**src/rtl/pwm_pkg.sv**
```systemverilog
// Shared types and helpers for the multichannel PWM generator: duty decoding
// (magnitude/sign with saturation) and the per-period slew step.
package pwm_pkg;

    localparam int FN_W = 32;

    typedef struct packed {
        logic            sign;
        logic [FN_W-1:0] mag;
    } duty_t;

    // The most negative input has no positive twin, so it saturates one below.
    function automatic duty_t duty_decode(input logic [FN_W-1:0] raw,
                                          input int unsigned     in_w,
                                          input logic            signed_in);
        duty_t           d;
        logic [FN_W-1:0] mask;
        logic [FN_W-1:0] half;
        mask   = (FN_W'(1) << in_w) - FN_W'(1);
        half   = FN_W'(1) << (in_w - 1);
        d.sign = 1'b0;
        d.mag  = raw & mask;
        if (signed_in && raw[in_w-1]) begin
            d.sign = 1'b1;
            d.mag  = (~raw + FN_W'(1)) & mask;
            if (d.mag == half)
                d.mag = half - FN_W'(1);
        end
        return d;
    endfunction

    // Move cur toward tgt by at most step without overshooting; step 0 jumps.
    function automatic logic [FN_W-1:0] slew_toward(input logic [FN_W-1:0] cur,
                                                    input logic [FN_W-1:0] tgt,
                                                    input logic [FN_W-1:0] step);
        if (step == '0)
            return tgt;
        if (cur < tgt)
            return ((tgt - cur) > step) ? cur + step : tgt;
        return ((cur - tgt) > step) ? cur - step : tgt;
    endfunction

endpackage

```
**src/rtl/pwm_channel.sv**
```systemverilog
// One PWM channel: shadow duty register, boundary-applied slew/direction
// update and the registered counter compare.
module pwm_channel
    import pwm_pkg::*;
#(
    parameter int IN_W      = 10,
    parameter int CNT_W     = 16,
    parameter int OFFSET    = 250,
    parameter int DEADBAND  = 12,
    parameter int SIGNED_IN = 0,
    parameter int SLEW_STEP = 0
) (
    input  logic             CLOCK_50,
    input  logic             reset,
    input  logic             enable,
    input  logic             boundary,
    input  logic [CNT_W-1:0] cnt_nxt,
    input  logic [IN_W-1:0]  duty,
    input  logic             duty_valid,
    output logic             pwm_out,
    output logic             dir_out
);

    localparam int SUM_W = CNT_W + 1;
    localparam logic [IN_W-1:0]  DB  = IN_W'(DEADBAND);
    localparam logic [SUM_W-1:0] OFS = SUM_W'(OFFSET);

    logic [IN_W-1:0]  sh_mag;
    logic             sh_sign;
    logic [IN_W-1:0]  act;
    logic [IN_W-1:0]  act_nxt;
    logic             dir;
    logic             dir_nxt;
    logic [IN_W-1:0]  dec_mag;
    logic             dec_sign;
    logic [SUM_W-1:0] thr;
    logic             hit;
    duty_t            dec;

    always_comb begin
        dec      = duty_decode(FN_W'(duty), IN_W, SIGNED_IN != 0);
        dec_mag  = IN_W'(dec.mag);
        dec_sign = dec.sign;
    end

    // A reversal must bleed magnitude to zero before the direction may flip.
    always_comb begin
        act_nxt = act;
        dir_nxt = dir;
        if (boundary) begin
            if (SLEW_STEP == 0) begin
                act_nxt = sh_mag;
                dir_nxt = sh_sign;
            end else if (sh_sign != dir) begin
                act_nxt = IN_W'(slew_toward(FN_W'(act), '0, FN_W'(SLEW_STEP)));
                if (act_nxt == '0)
                    dir_nxt = sh_sign;
            end else begin
                act_nxt = IN_W'(slew_toward(FN_W'(act), FN_W'(sh_mag), FN_W'(SLEW_STEP)));
            end
        end
    end

    // Compare against the values the counter and magnitude take this edge so
    // the output lines up with period_start.
    always_comb begin
        thr = SUM_W'(act_nxt) + OFS;
        hit = (act_nxt > DB) && ({1'b0, cnt_nxt} < thr);
    end

    always_ff @(posedge CLOCK_50) begin
        if (reset) begin
            sh_mag  <= '0;
            sh_sign <= 1'b0;
            act     <= '0;
            dir     <= 1'b0;
            pwm_out <= 1'b0;
        end else begin
            if (duty_valid) begin
                sh_mag  <= dec_mag;
                sh_sign <= dec_sign;
            end
            act     <= act_nxt;
            dir     <= dir_nxt;
            pwm_out <= enable && hit;
        end
    end

    assign dir_out = dir;

endmodule

```
**src/rtl/pwm_multichannel_gen.sv**
```systemverilog
// N-channel PWM generator: shared prescaler and period counter, per-channel
// double-buffered duty applied only at period boundaries.
module pwm_multichannel_gen
    import pwm_pkg::*;
#(
    parameter int CHANNELS  = 2,
    parameter int IN_W      = 10,
    parameter int CNT_W     = 16,
    parameter int PRESCALE  = 128,
    parameter int PERIOD    = 530,
    parameter int OFFSET    = 250,
    parameter int DEADBAND  = 12,
    parameter int SIGNED_IN = 0,
    parameter int SLEW_STEP = 0
) (
    input  logic                     CLOCK_50,
    input  logic                     reset,
    input  logic                     enable,
    input  logic [CHANNELS*IN_W-1:0] duty_in,
    input  logic [CHANNELS-1:0]      duty_valid,
    output logic [CHANNELS-1:0]      pwm_out,
    output logic [CHANNELS-1:0]      dir_out,
    output logic                     period_start
);

    localparam int PRE_W = (PRESCALE > 1) ? $clog2(PRESCALE) : 1;

    logic [PRE_W-1:0] pre;
    logic [CNT_W-1:0] cnt;
    logic [CNT_W-1:0] cnt_nxt;
    logic             tick;
    logic             boundary;

    assign tick     = enable && (pre == PRE_W'(PRESCALE - 1));
    assign boundary = tick && (cnt == CNT_W'(PERIOD));

    always_comb begin
        cnt_nxt = cnt;
        if (!enable)
            cnt_nxt = '0;
        else if (tick)
            cnt_nxt = boundary ? '0 : cnt + CNT_W'(1);
    end

    always_ff @(posedge CLOCK_50) begin
        if (reset) begin
            pre          <= '0;
            cnt          <= '0;
            period_start <= 1'b0;
        end else begin
            pre          <= (!enable || tick) ? '0 : pre + PRE_W'(1);
            cnt          <= cnt_nxt;
            period_start <= boundary;
        end
    end

    for (genvar i = 0; i < CHANNELS; i++) begin : g_ch
        pwm_channel #(
            .IN_W      (IN_W),
            .CNT_W     (CNT_W),
            .OFFSET    (OFFSET),
            .DEADBAND  (DEADBAND),
            .SIGNED_IN (SIGNED_IN),
            .SLEW_STEP (SLEW_STEP)
        ) u_ch (
            .CLOCK_50   (CLOCK_50),
            .reset      (reset),
            .enable     (enable),
            .boundary   (boundary),
            .cnt_nxt    (cnt_nxt),
            .duty       (duty_in[i*IN_W +: IN_W]),
            .duty_valid (duty_valid[i]),
            .pwm_out    (pwm_out[i]),
            .dir_out    (dir_out[i])
        );
    end

endmodule

```
**config.mk**
```make
export PLATFORM = sky130hd
export DESIGN_NAME = pwm_multichannel_gen
export DESIGN_NICKNAME = d
export VERILOG_FILES = /design/src/rtl/pwm_pkg.sv /design/src/rtl/pwm_channel.sv /design/src/rtl/pwm_multichannel_gen.sv
export SDC_FILE = /design/constraint.sdc
export NUM_CORES = 1
export LEC_CHECK = 0
export ABC_AREA = 0
export CAP_MARGIN = 20
export CORE_UTILIZATION = 55
export DETAILED_ROUTE_END_ITERATION = 10
export HOLD_SLACK_MARGIN = 0.03
export PLACE_DENSITY_LB_ADDON = 0.3
export SETUP_SLACK_MARGIN = 0.15
export SLEW_MARGIN = 30
export SYNTH_ARGS = -nofsm -noshare
export SYNTH_HDL_FRONTEND = slang
export SYNTH_SLANG_ARGS = --single-unit
```
**constraint.sdc**
```tcl
create_clock -name CLOCK_50 -period 5.4 [get_ports CLOCK_50]
set_clock_uncertainty 0.15 [all_clocks]
set_input_delay 1.08 -clock CLOCK_50 [delete_from_list [all_inputs] [get_ports CLOCK_50]]
set_output_delay 1.08 -clock CLOCK_50 [all_outputs]
set_load 0.05 [all_outputs]
```
# Word-level counts from Yosys, hierarchy flattened

Cells that the tools add are included.

Bits in registers: 66
Input bits: 25
Output and inout port bits: 5
Word-level logic and storage cells: 33

Reductions and logical operators: 9
Add/sub/neg operators: 4
Order comparisons: 4
Muxes and demuxes: 5
Eq/ne operators: 2

Operator list:

| kind                                                            | number |
|---|---|
| 2-to-1 mux 16 bit                                               | 3 |
| < comparator 16 x 17 -> 1 bit                                   | 2 |
| adder 10 x 8 -> 11 bit (second input constant)                  | 2 |
| greater-than comparator 10 x 4 -> 1 bit (second input constant) | 2 |
| 2-to-1 mux 10 bit                                               | 2 |
| adder 16 x 1 -> 16 bit (second input constant)                  | 1 |
| == test 16 x 10 -> 1 bit (second input constant)                | 1 |
| adder 7 x 1 -> 7 bit (second input constant)                    | 1 |
| == test 7 bit (second input constant)                           | 1 |
| logical AND 1 bit                                               | 6 |
| OR reduction 2 bit                                              | 1 |
| logical NOT 1 bit                                               | 1 |
| logical OR 1 bit                                                | 1 |

# Depth between registers and ports, before layout

Word-level depth: 9
Depth in mapped cells: 22
Mapped depth without buffers: 19

# Cells and area by module

A second synthesis with hierarchy kept.

Cell total of the unflattened synthesis: 412
Area, all modules: 3,634.7 µm²

By module, submodules not included:

| module               | times used | area an instance (µm²) | cells each | sequential area each (µm²) |
|---|---|---|---|---|
| pwm_channel          | 2          | 1,208.7                | 132        | 420.4 |
| pwm_multichannel_gen | 1          | 1,217.4                | 148        | 480.5 |

# Least setup slack after synthesis

OpenSTA, ideal clock, no wires.

Kind: input to register
From: in enable
To: reg g_ch[1].u_ch.pwm_out
Data required time: 5.120 ns
Setup slack: 1.094 ns
Setup time: 0.130 ns
Path buffers: 3
Data arrival time: 4.026 ns
Stages: 18
Cells stage by stage: and4_1 and2_1 buf_2 nand2_4 buf_6 buf_6 nand2_1 nand2_1 ha_1 or4_1 nor4_1 a311oi_1 xor2_1 ha_1 and3_1 nand4_1 a2111oi_0 nor3_1

Elaborated cells on any way between the ends: 11
Classes of those cells: add/sub: 1; order compare: 2; mux: 4; reduce/logical: 4

RTL lines:

| item                          | line                       | text |
|---|---|---|
| start, declared               | pwm_multichannel_gen.sv:18 | `input logic enable,` |
| logical AND 1 bit *           | pwm_multichannel_gen.sv:34 | `assign tick = enable && (pre == PRE_W'(PRESCALE - 1));` |
| logical AND 1 bit *           | pwm_multichannel_gen.sv:35 | `assign boundary = tick && (cnt == CNT_W'(PERIOD));` |
| 2-to-1 mux 10 bit *           | pwm_channel.sv:50          | `if (boundary) begin` |
| net g_ch[1].u_ch.act_nxt[1]   | pwm_channel.sv:31          | `logic [IN_W-1:0] act_nxt;` |
| adder 10 x 8 -> 11 bit        | pwm_channel.sv:67          | `thr = SUM_W'(act_nxt) + OFS;` |
| < comparator 16 x 17 -> 1 bit | pwm_channel.sv:68          | `hit = (act_nxt > DB) && ({1'b0, cnt_nxt} < thr);` |
| logical AND 1 bit *           | pwm_channel.sv:68          |  |
| logical AND 1 bit *           | pwm_channel.sv:85          | `pwm_out <= enable && hit;` |
| end signal, assigned          | pwm_channel.sv:85          |  |
| end, declared                 | pwm_channel.sv:20          | `output logic pwm_out,` |

The timed path passes the listed nets; every way through them passes the cells marked *.
A chain may end at the register's enable or synchronous reset.

# Worst setup path in the final report

Ends and elaborated chain as after synthesis.

==> run_results.csv <==
group,metric,value,unit
hold_path,hold_depth,1,
routing,route.detailed.drc,0,
die,start_util,56.7,%
critical_path,critical_path_class,"in2reg",
timing,rsz0062_at_grt,"false",
clock_tree,clock-root-buffer,"clkbuf_8",
timing,worst_pin_slew,615,ps
clock_tree,postCtsSetupBuffers,0,
timing,setup_viol,0,
pwr,leakage,1.82,nW
logic_synthesis,syn_area_per_cell,8.50,sq um
timing,hold_ws,295,ps
critical_path,r2r_slack,1120,ps
routing,viasPerCell,5.94,
timing,fmax,218,MHz
global_route,grt_max_degree,45,
hold_path,hp-start,"pre[0]",
critical_path,r2r_cells,17,
finish,multi_input_area,2390,sq um
run_status,status,"completed",
logic_synthesis,synth_edf_count,0,
finish,mostFrequentLayoutCells,"75 x nor2_1, 66 x dfxtp_1, 42 x nand2_1",
critical_path,crit_fanout,8,
critical_path,cp_data_required_time,5530,ps
timing,setup_tns,0,ps
global_route,grt_pass1_wl,15200,microns
critical_path,reg2reg_from,"cnt[0]",
global_route,grt_antenna_before_repair,0,
finish,fin_nets,526,
clock_tree,clock-sinks,66,
critical_path,r2r_end,"g_ch[1].u_ch.pwm_out",
logic_synthesis,ys_async_sr_fraction,0,%
run,maxCapViolCount,0,
clock_tree,cts_buffer_depth,2,
pwr,powerDensity,229,nW/um^2
critical_path,crit_arrival,4710,ps
place,dp.cells,561,
logic_synthesis,ys_seq_area_share,34.3,%
routing,drt-total-wl,9030,microns
finish,instances_no_fill,575,
die,rows,30,
logic_synthesis,netlist_area,3850,sq um
routing,ant_nets,0,
global_route,grt_use_total,26.7,%
die,die_w,85.7,microns
logic_synthesis,ys_ff_latch,66,
clock_tree,cts_tree,"built",
die,num_io_pins,30,
logic_synthesis,yosys_warnings,0,
clock_tree,cts_buffers,9,
routing,wl_per_cell,15.7,microns
place,hpwl,6750,microns
timing,fin_crit_sh,84.9,%
clock_tree,holdBufCountCts,0,
die,die_y,85.7,microns
global_route,grt_overflow,0,
finish,area_growth,13.0,%
timing,finalHoldViolations,0,
critical_path,startpoint_type,"input pin",
finish,fillerInstances,558,
place,place.gp.congestion,0.900,
global_route,first_global_vias,3180,
die,die-area,7340,sq um
finish,antenna_cells,0,
die,coreArea,6790,sq um
place,io_buffers,27,
finish,regArea,1320,sq um
clock_tree,cts_resized,0,
logic_synthesis,synth_top_flop_cell,"dfxtp_1",
finish,final_common_cell,"nor2_1",
clock_tree,htreeDepth,3,
timing,fin_crit,4580,ps
routing,first_pass_iters,5,
logic_synthesis,ys_types,50,
timing,slew_viol_final,0,
pwr,vdd_drop_max,0.169,mV
hold_path,hold_path_end,"pre[0]",
finish,layout-drive-gt1-share,6.47,%
clock_tree,clkTransAtPathRegs,70,ps
routing,drt_iter0_drc,211,
routing,dr_total_vias,3416,
hold_path,hp-class,"reg2reg",
clock_tree,clock_latency,350,ps
timing,slew_headroom,58.9,%
critical_path,crit_path_end_kind,"register",
logic_synthesis,synth_cells,453,
worst max-delay path: stages:
cell	delay, ps
clkdlybuf4s50_1	600
and4_1	250
and2_1	200
nand2_4	90
nand2_1	100
nand2_1	70
ha_1	280
or4_1	470
a31o_2	270
ha_1	320
a2111oi_0	430
o21ai_0	180
o211ai_1	110
nand4_1	100
nor3_1	160
power by group:
part / internal [mW] / total [mW] / switching (mW)
registers: 0.496 / 0.508 / 0.0119
logic: 0.0337 / 0.0653 / 0.0316
clock network: 0.234 / 0.425 / 0.191
total: 0.764 / 0.998 / 0.234
flip-flops by register name (all words and copies together), names as in the netlist:
| signal | flops |
|---|---|
| cnt | 16 |
| g_ch.u_ch.act | 20 |
| g_ch.u_ch.pwm_out | 2 |
| g_ch.u_ch.sh_mag | 20 |
| period_start | 1 |
| pre | 7 |
layout make-up:
cell class / count / share of cell area (%)
multi-input cells: 362 / 54.9
flip-flops and latches: 66 / 30.4
clock inverters: 2 / 0.863
repair buffers: 32 / 7.07
well taps: 96 / 2.76
inverters: 5 / 0.431
clock buffers: 12 / 3.57
metal layers:
| metal | GRT usage (%) | vias to the layer above | routed length [microns] |
|---|---|---|---|
| li1 | - | 1655 | - |
| met1 | 35.8 | 1604 | 4120 |
| met2 | 40.9 | 134 | 4140 |
| met3 | 5.77 | 23 | 539 |
| met4 | 13.0 | 0 | 227 |
| met5 | 0 | - | 0 |
metrics by stage:
stage	worst slack [ps]	utilization (%)	power (mW)	cell area [sq um]
finish	818	64.1	0.998	4350
global route	498	64.1	1.03	4350
CTS	873	64.1	1.00	4350
detailed placement	522	61.2	0.584	4160
global placement	623	61.2	0.583	4160
floorplan	1090	-	0.557	3860
logic make-up (layout without fill, tap and decap cells):
| family | Yosys count | count (layout) | synth area share (%) |
|---|---|---|---|
| simple gates | 204 | 204 | 26.0 |
| flops | 66 | 66 | 34.3 |
| compound gates | 58 | 58 | 10.0 |
| xor+xnor | 39 | 39 | 8.87 |
| mux | 34 | 34 | 8.87 |
| buf+inv | 26 | 51 | 3.73 |
| fa+ha+maj | 25 | 25 | 8.12 |
| other cells | 1 | 2 | 0.0973 |
synth_stat cells (2+ instances only):
| master | count | area [sq um] |
|---|---|---|
| and3_2 | 2 | 15.0 |
| o21a_1 | 3 | 22.5 |
| dfxtp_1 | 66 | 1320 |
| mux2i_1 | 33 | 330 |
| and2_1 | 3 | 18.8 |
| and3_1 | 8 | 50.1 |
| nand4_1 | 13 | 81.3 |
| ha_1 | 25 | 313 |
| xnor2_1 | 23 | 201 |
| nor3_1 | 7 | 35.0 |
| o21ai_0 | 5 | 25.0 |
| a21oi_1 | 25 | 125 |
| nand2_1 | 42 | 158 |
| a211oi_1 | 3 | 22.5 |
| and4_1 | 3 | 26.3 |
| clkbuf_1 | 8 | 30.0 |
| nor4_1 | 9 | 56.3 |
| buf_6 | 2 | 22.5 |
| nand2b_1 | 2 | 12.5 |
| a21o_1 | 3 | 22.5 |
| or3_1 | 4 | 25.0 |
| buf_2 | 3 | 15.0 |
| buf_4 | 7 | 52.6 |
| o211ai_1 | 6 | 45.0 |
| xor2_1 | 16 | 140 |
| nand3_1 | 26 | 130 |
| inv_1 | 5 | 18.8 |
| o21ai_1 | 2 | 10.0 |
| nor2b_1 | 2 | 12.5 |
| nor2_1 | 75 | 282 |
| a2111oi_0 | 3 | 26.3 |
worst max-delay path by stage:
stage | slack, ps | from | endpoint | cells past startpoint
floorplan | 1090 | enable | g_ch[1].u_ch.pwm_out | 18
global placement | 620 | enable | g_ch[1].u_ch.pwm_out | 16
detailed placement | 520 | enable | g_ch[1].u_ch.pwm_out | 16
CTS | 870 | enable | g_ch[1].u_ch.pwm_out | 15
global route | 500 | enable | g_ch[1].u_ch.pwm_out | 18
finish | 820 | enable | g_ch[1].u_ch.pwm_out | 15
(Power assumes the default switching activity.)
